$ cat src/rtl/print_uart_tx.sv
// Print-port UART transmitter: buffers 32-bit words pushed by the core and
// sends each word as 4 bytes (LSB byte first), 8N1, LSB bit first.
// Ports: clk; start (async active-low reset); print_en/print_data push;
//        tx serial line; busy, fifo_full, overflow (sticky), fifo_count.
module print_uart_tx #(
  parameter int CLKS_PER_BIT = 868,
  parameter int FIFO_DEPTH   = 16
) (
  input  logic                        clk,
  input  logic                        start,
  input  logic                        print_en,
  input  logic [31:0]                 print_data,
  output logic                        tx,
  output logic                        busy,
  output logic                        fifo_full,
  output logic                        overflow,
  output logic [$clog2(FIFO_DEPTH):0] fifo_count
);

  localparam int AW = $clog2(FIFO_DEPTH);
  localparam int CW = AW + 1;
  localparam int BW = $clog2(CLKS_PER_BIT);
  localparam logic [BW-1:0] BAUD_LAST = BW'(CLKS_PER_BIT - 1);
  localparam logic [CW-1:0] DEPTH     = CW'(FIFO_DEPTH);

  typedef enum logic [1:0] {
    S_IDLE,
    S_START,
    S_DATA,
    S_STOP
  } state_e;

  logic [31:0]   mem_q [FIFO_DEPTH];
  logic [AW-1:0] wptr_q, rptr_q;
  logic [CW-1:0] cnt_q, cnt_d;
  logic          ovf_q;

  state_e        state_q, state_d;
  logic [BW-1:0] baud_q, baud_d;
  logic [2:0]    bit_q, bit_d;
  logic [1:0]    byte_q, byte_d;
  logic [31:0]   shift_q, shift_d;
  logic          tx_q, tx_d;

  logic push, pop, baud_end;

  // Fullness uses the registered count, so a push while full is dropped
  // even when the FSM pops in the same cycle.
  assign push     = print_en && (cnt_q != DEPTH);
  assign pop      = (state_q == S_IDLE) && (cnt_q != '0);
  assign baud_end = (baud_q == BAUD_LAST);

  always_comb begin
    cnt_d = cnt_q;
    if (push && !pop) begin
      cnt_d = cnt_q + 1'b1;
    end else if (pop && !push) begin
      cnt_d = cnt_q - 1'b1;
    end
  end

  // tx_d is derived from the state being entered so the registered
  // line changes on the same edge as the state.
  always_comb begin
    state_d = state_q;
    baud_d  = baud_q + 1'b1;
    bit_d   = bit_q;
    byte_d  = byte_q;
    shift_d = shift_q;
    tx_d    = tx_q;
    unique case (state_q)
      S_IDLE: begin
        baud_d = '0;
        tx_d   = 1'b1;
        if (pop) begin
          shift_d = mem_q[rptr_q];
          byte_d  = 2'd0;
          state_d = S_START;
          tx_d    = 1'b0;
        end
      end
      S_START: begin
        if (baud_end) begin
          baud_d  = '0;
          bit_d   = 3'd0;
          state_d = S_DATA;
          tx_d    = shift_q[{byte_q, 3'd0}];
        end
      end
      S_DATA: begin
        if (baud_end) begin
          baud_d = '0;
          if (bit_q == 3'd7) begin
            state_d = S_STOP;
            tx_d    = 1'b1;
          end else begin
            bit_d = bit_q + 3'd1;
            tx_d  = shift_q[{byte_q, bit_q + 3'd1}];
          end
        end
      end
      S_STOP: begin
        if (baud_end) begin
          baud_d = '0;
          if (byte_q != 2'd3) begin
            byte_d  = byte_q + 2'd1;
            state_d = S_START;
            tx_d    = 1'b0;
          end else begin
            state_d = S_IDLE;
            tx_d    = 1'b1;
          end
        end
      end
      default: begin
        state_d = S_IDLE;
        tx_d    = 1'b1;
      end
    endcase
  end

  always_ff @(posedge clk or negedge start) begin
    if (!start) begin
      state_q <= S_IDLE;
      baud_q  <= '0;
      bit_q   <= '0;
      byte_q  <= '0;
      shift_q <= '0;
      tx_q    <= 1'b1;
      wptr_q  <= '0;
      rptr_q  <= '0;
      cnt_q   <= '0;
      ovf_q   <= 1'b0;
    end else begin
      state_q <= state_d;
      baud_q  <= baud_d;
      bit_q   <= bit_d;
      byte_q  <= byte_d;
      shift_q <= shift_d;
      tx_q    <= tx_d;
      cnt_q   <= cnt_d;
      if (push) wptr_q <= wptr_q + 1'b1;
      if (pop) rptr_q <= rptr_q + 1'b1;
      if (print_en && !push) ovf_q <= 1'b1;
    end
  end

  always_ff @(posedge clk) begin
    if (push) mem_q[wptr_q] <= print_data;
  end

  assign tx         = tx_q;
  assign busy       = (state_q != S_IDLE) || (cnt_q != '0);
  assign fifo_full  = (cnt_q == DEPTH);
  assign overflow   = ovf_q;
  assign fifo_count = cnt_q;

endmodule

$ cat config.mk
export PLATFORM = sky130hd
export DESIGN_NAME = print_uart_tx
export DESIGN_NICKNAME = d
export VERILOG_FILES = /design/src/rtl/print_uart_tx.sv
export SDC_FILE = /design/constraint.sdc
export NUM_CORES = 1
export LEC_CHECK = 0
export ABC_AREA = 1
export CORE_UTILIZATION = 52
export DETAILED_ROUTE_END_ITERATION = 8
export PLACE_DENSITY = 0.73
export SETUP_SLACK_MARGIN = 0.15
export SLEW_MARGIN = 10
export SYNTH_ARGS = -nofsm -noshare
export SYNTH_HDL_FRONTEND = slang
export SYNTH_SLANG_ARGS = --single-unit
$ cat constraint.sdc
create_clock -name clk -period 2.85 [get_ports clk]
set_input_delay 0.855 -clock clk [delete_from_list [all_inputs] [get_ports clk]]
set_output_delay 0.855 -clock clk [all_outputs]
set_load 0.05 [all_outputs]
==> flow_summary.ini, run 1 <==
[yosys]
ys_warn_count = 0
seq_area_frac_synth_pct = 73.5
synth_seq_cells = 576
syn_area_per_cell_um2 = 13.0
netlist_area_mm2 = 0.0231
synth_cells = 1772
synth_cell_types = 39
syn_nets = 1826

[clocking]
clk_pin_slew_ns = 0.06
clock_latency_ns = 0.61
clockRootBuffer = clkbuf_16
cts_buffers = 55
cts_buffer_depth = 3
cts.sinks = 576
cts-htree-levels = 2
cts_tree = yes

[sta]
worst_pin_slew_ns = 0.831
clock_skew_ns = 0.0279
hold_viol = 0
max_freq_mhz = 378
slew_viol_final = 0
finalSetupViolCount = 0
tns_ns = 0
period_share_pct = 92.8
maxSlewHeadroom_pct = 44.5
grt_setup_unrepaired = yes
min_period_ns = 2.65

[cells_and_area]
n_fill_cell = 3194
utilization_pct = 61.1
antenna_cells = 0
nNetsFinal = 1879
area_delta_synth_final_pct = 14.9
drive_gt1_share_pct = 10.6
fin_cells = 2455

[detailed_routing]
ant_nets = 0
num_vias = 15060
vias_per_cell = 6.13
wire_per_inst_um = 22.9
finalWirelength_um = 56200
drt_iter0_drc = 1775
drc = 0
first_pass_iters = 5

[critical_path]
critPathKind = reg -> out
required_ns = 2.00
startpoint_type = flip-flop
crit_path_end_kind = output port
cp_data_arrival_time_ns = 1.79
path_max_fanout = 3

[global_route]
grt_pass1_vias = 14479
grt_overflow_total = 0
antenna_found_initial = 0
grt_pass1_wl_um = 85300
grt_usage_pct = 25.3
grt_max_degree = 97

[placement]
portBuffers = 43
gp_congestion = 0.861
dp.cells = 2349
dp_hpwl_um = 33800

[power]
ir_drop_uv = 523
p_per_area_mw_per_mm2 = 729
p_leak_nw = 8.82

[floorplanning]
ioPinCount = 44
rows = 76
die_h_um = 213
die-area_mm2 = 0.0453
die_w_um = 213
start_util_pct = 53.2
coreArea_mm2 = 0.0435

[min_path]
hold_path.class = in -> async

[run_status]
status = completed

[flow_run]
cap_violations = 0
## per-stage QoR
step | setup slack [ns] | hold WS (ns) | power [mW] | area (µm²)
2_1_floorplan | -0.213 | 0.455 | 11.3 | 23100
3_3_place_gp | -0.0886 | 0.457 | 12.2 | 24700
3_5_place_dp | -0.0756 | 0.460 | 12.3 | 24700
4_1_cts | 0.00925 | 0.188 | 19.4 | 26500
5_1_grt | 0.127 | 0.213 | 19.9 | 26600
6_report | 0.204 | 0.207 | 19.4 | 26600
## power breakdown
group,internal [mW],switching (mW),total [mW]
clock network,4.21,3.07,7.28
registers,10.0,0.220,10.2
logic,0.578,1.29,1.87
total,14.8,4.58,19.4
## cell usage in the layout, fill, tap and decap left out, types with 4 or more instances in the layout
cell,instances
o22ai_1,28
clkinv_2,12
clkinv_1,4
dlygate4sd2_1,6
buf_12,36
nand3_1,78
a21oi_1,13
o21ai_1,14
inv_2,6
buf_4,36
nor2_4,17
dfrtp_1,58
clkdlybuf4s50_1,34
o21ai_0,267
clkbuf_1,13
nor3_1,5
nand2_1,85
clkbuf_8,9
ha_1,17
clkbuf_16,56
xor2_1,7
edfxtp_1,512
nor2_1,336
o221ai_1,100
a31oi_1,34
inv_1,45
bufinv_16,4
## cell usage after synthesis
| library cell | number | area share [%] |
|---|---|---|
| a31oi_1 | 34 | 0.92 |
| inv_2 | 5 | 0.081 |
| inv_1 | 48 | 0.78 |
| nor3b_1 | 3 | 0.097 |
| a32o_1 | 1 | 0.043 |
| clkbuf_2 | 10 | 0.22 |
| or2_1 | 1 | 0.027 |
| a211oi_2 | 1 | 0.054 |
| buf_2 | 27 | 0.58 |
| o21ai_0 | 267 | 5.8 |
| a21oi_1 | 13 | 0.28 |
| buf_6 | 12 | 0.58 |
| nand3_1 | 78 | 1.7 |
| edfxtp_1 | 512 | 67 |
| xor2_1 | 7 | 0.27 |
| o31ai_1 | 1 | 0.032 |
| buf_4 | 9 | 0.29 |
| o21ai_1 | 14 | 0.30 |
| fa_1 | 1 | 0.087 |
| buf_1 | 8 | 0.13 |
| o22ai_1 | 28 | 0.76 |
| nor3_2 | 1 | 0.043 |
| buf_12 | 2 | 0.17 |
| xnor2_1 | 2 | 0.076 |
| o21a_1 | 1 | 0.032 |
| nand2_1 | 85 | 1.4 |
| dfstp_2 | 1 | 0.11 |
| nor2_1 | 353 | 5.7 |
| nor3_1 | 5 | 0.11 |
| a21o_1 | 2 | 0.065 |
| a31o_2 | 1 | 0.038 |
| o221ai_1 | 100 | 3.8 |
| nand2_2 | 2 | 0.054 |
| ha_1 | 18 | 0.97 |
| or2_2 | 3 | 0.081 |
| dfrtp_1 | 63 | 6.8 |
| nor4_4 | 1 | 0.092 |
| clkbuf_1 | 49 | 0.80 |
| nand4_1 | 3 | 0.081 |
## logic make-up after synthesis
group                      after synthesis  share of synthesized area [%]
DFF                                    576                           73.5
adders and majority gates               19                           1.06
and+or+nand+nor                        535                           9.39
AOI/OAI and AO/OA                      463                           12.1
buffers and inverters                  170                           3.64
xor gates and xnor gates                 9                          0.341
## final cells by class
type,count,area (µm²),share of cell area (%)
tap,585,732,2.76
inverter,53,205,0.772
multi-input combinational,1026,5430,20.4
clock buffer,78,1570,5.93
sequential,576,17000,64.0
clock inverter,24,238,0.895
timing repair buffer,113,1400,5.25
## worst max-delay path: stages, from the launching register on
cell     delay (ns)
dfrtp_2        0.43
nor4_4         0.30
nand2_2        0.13
nor2_4         0.15
inv_2          0.04
buf_6          0.14
## flip-flops by register name (all words and copies together) (netlist names)
| name | flops |
|---|---|
| state_q | 2 |
| wptr_q | 4 |
| fifo_count | 5 |
| bit_q | 3 |
| byte_q | 2 |
| shift_q | 32 |
| overflow | 1 |
| mem_q | 512 |
| tx | 1 |
| baud_q | 10 |
| rptr_q | 4 |
## path summary, 6_finish.rpt
path	startpoint	end	slack (ns)	depth (start not counted)
setup reg to reg	fifo_count[2]$_DFFE_PN0P_	fifo_count[4]$_DFFE_PN0P_	0.35	14
hold / removal	start	rptr_q[1]$_DFFE_PN0P_	0.21	1
max in group asynchronous	start	tx$_DFFE_PN1P_	1.99	2
setup / recovery	fifo_count[2]$_DFFE_PN0P_	busy	0.20	5
min in group clk	tx$_DFFE_PN1P_	tx$_DFFE_PN1P_	0.47	2
hold reg to reg	tx$_DFFE_PN1P_	tx$_DFFE_PN1P_	0.47	2
## per-layer routing
layer | share of wire (%) | wire length, µm | global-route usage, % | vias up
met3 | 9.7 | 5440 | 4.13 | 107
met4 | 2.5 | 1410 | 8.81 | 0
met2 | 47 | 26400 | 39.3 | 816
met5 | 0 | 0 | 0 | -
met1 | 41 | 22900 | 36.4 | 7444
li1 | - | - | - | 6693
## timing repair
action,CTS,global route
hold endpoints to repair,0,0
hold buffers,0,0
resized for setup,7,7
buffers inserted,0,4
setup endpoints to repair,7,3
pin swaps,0,3
Power figures use the tool's default switching activity.
==> run 2, diff against run 1 <==
--- a/config.mk
+++ b/config.mk
@@ -10,7 +10,6 @@
 export DETAILED_ROUTE_END_ITERATION = 8
 export PLACE_DENSITY = 0.73
 export SETUP_SLACK_MARGIN = 0.15
-export SLEW_MARGIN = 10
 export SYNTH_ARGS = -nofsm -noshare
 export SYNTH_HDL_FRONTEND = slang
 export SYNTH_SLANG_ARGS = --single-unit
==> constraint.sdc (replaced) <==
create_clock -name clk -period 2.85 [get_ports clk]
set_input_delay 0.285 -clock clk [delete_from_list [all_inputs] [get_ports clk]]
set_output_delay 0.285 -clock clk [all_outputs]
set_load 0.05 [all_outputs]
==> run 2 against run 1 <==
  * Flip-flop and latch count unchanged
  * Clock skew is 0.015 ns lower
  * Routed wire length down 2.5%
  * Die area is the same
  * Worst hold slack gained 0.093 ns
  * Non-clock buffer count is 16 lower
  * Clock power up 0.7%
  * Critical path type is now reg -> reg
  * Critical endpoint is now fifo_count[4]$_DFFE_PN0P_
  * Largest cell class unchanged
  * Highest routed layer unchanged
==> flow_summary.ini, run 2 (synthesized netlist as in run 1, its figures left out) <==
[floorplanning]
ioPinCount = 44
start_util_pct = 53.2
die_w_um = 213
die_h_um = 213
rows = 76
coreArea_mm2 = 0.0435
die-area_mm2 = 0.0453

[cells_and_area]
area_delta_synth_final_pct = 13.7
largest_reg_flops = 512
final_common_cell = edfxtp_1
regMostFlops = mem_q
antenna_cells = 0
drive_gt1_share_pct = 9.46
fin_cells = 2445
nNetsFinal = 1865
layout_common_cells = edfxtp_1 (512), nor2_1 (336), o21ai_0 (267)
reg_top3 = mem_q: 512 flops, shift_q: 32 flops, baud_q: 10 flops

[clocking]
cts_buffers = 57
cts-htree-levels = 2
cts_tree = yes
clock_latency_ns = 0.61
clk_pin_slew_ns = 0.06
clockRootBuffer = clkbuf_16
cts.sinks = 576
cts_buffer_depth = 3

[detailed_routing]
num_vias = 14913
vias_per_cell = 6.10
first_pass_iters = 6
finalWirelength_um = 54800
drc = 0
drt_iter0_drc = 1622
ant_nets = 0
wire_per_inst_um = 22.4

[global_route]
grt_usage_pct = 24.5
grt_pass1_wl_um = 83000
grt_max_degree = 134
grt_overflow_total = 0
grt_pass1_vias = 14744
antenna_found_initial = 0

[critical_path]
crit_chain = nor4_4 > buf_4 > nand2_2 > nand2_2 > ha_2 > inv_2 > fa_1 > a21o_1 > a21oi_1 > nand2_1 > nand2_1 > nor2_1 > xor2_1
required_ns = 3.34
max_stage_delay_ns = 0.46
path_max_fanout = 5
cp_data_arrival_time_ns = 3.10
critPathKind = reg -> reg
startpoint_type = flip-flop
r2r-start = fifo_count[0]$_DFFE_PN0P_
cpMaxStageDelayCell = dfrtp_2
crit_path_end_kind = flip-flop
crit_start = fifo_count[0]$_DFFE_PN0P_

[placement]
dp.cells = 2334
post-place-ws_ns = 0.186
dp_hpwl_um = 29200
gp_congestion = 0.790
portBuffers = 43

[run_status]
status = completed

[power]
p_leak_nw = 8.69
power.total_mw = 19.4
ir_drop_uv = 586
p_per_area_mw_per_mm2 = 737

[sta]
hold_viol = 0
finalSetupViolCount = 0
layout_setup_ws_ns = 0.239
grt_setup_unrepaired = yes
slew_viol_final = 0
clock_skew_ns = 0.0124
period_share_pct = 91.6
worst_pin_slew_ns = 0.984
maxSlewHeadroom_pct = 34.4
max_freq_mhz = 383
min_period_ns = 2.61

[min_path]
hold_path.class = in -> async

[flow_run]
cap_violations = 0
## run 2: report_power, final
part	internal (mW)	switching, mW
Sequential	10.0	0.219
Combinational	0.508	1.30
Clock	4.23	3.10
## run 2: path summary, 6_finish.rpt
kind	cells past startpoint	endpoint	slack [ns]
max reg2reg	13	fifo_count[4]$_DFFE_PN0P_	0.24
min in group clk	2	overflow$_DFFE_PN0P_	0.35
min reg2reg	2	tx$_DFFE_PN1P_	0.48
max	13	fifo_count[4]$_DFFE_PN0P_	0.24
max in group asynchronous	3	shift_q[20]$_DFFE_PN0P_	1.88
min	2	baud_q[4]$_DFF_PN0_	0.30
## run 2: repair_timing
| item | CTS | global route |
|---|---|---|
| hold buffers | 1 | 0 |
| cloned | 0 | 0 |
| buffers inserted | 0 | 2 |
| setup endpoints to repair | 2 | 2 |
| resized for setup | 2 | 4 |
| pin swaps | 0 | 1 |
| endpoints found under the hold margin | 43 | 0 |
## run 2: layout make-up
type / instances / area (µm²)
Timing Repair Buffer: 97 / 1100
Sequential cell: 576 / 17000
Multi-Input combinational cell: 1026 / 5420
Fill cell: 3285 / 17200
Clock buffer: 70 / 1520
Tap cell: 585 / 732
Clock inverter: 38 / 328
Inverter: 53 / 205
## run 2: through the flow
step	cell area [µm²]	utilization [%]	TNS, ns	hold slack [ns]
after global placement	24400	56.2	0	0.395
after floorplan	23100	-	-67.66	-0.0106
after global routing	26300	60.5	0	0.355
after detailed placement	24400	56.2	0	0.394
after CTS	26300	60.4	0	0.297
final	26300	60.5	0	0.300
## run 2: metal layers
| metal | part of all wire, % | vias up | global-route usage (%) |
|---|---|---|---|
| met3 | 8.2 | 117 | 3.74 |
| met1 | 41 | 7419 | 33.2 |
| met5 | 0 | - | 0 |
| met2 | 48 | 709 | 40.4 |
| met4 | 2.7 | 0 | 9.10 |
| li1 | - | 6668 | - |
## run 2: critical path: cells and delay by family, from the launching register on
family	cells	cell delay, ns
adders and majority gates	2	0.64
DFF	1	0.46
AOI/OAI and AO/OA	2	0.36
and+or+nand+nor	6	0.67
buffers and inverters	2	0.23
xor gates and xnor gates	1	0.13
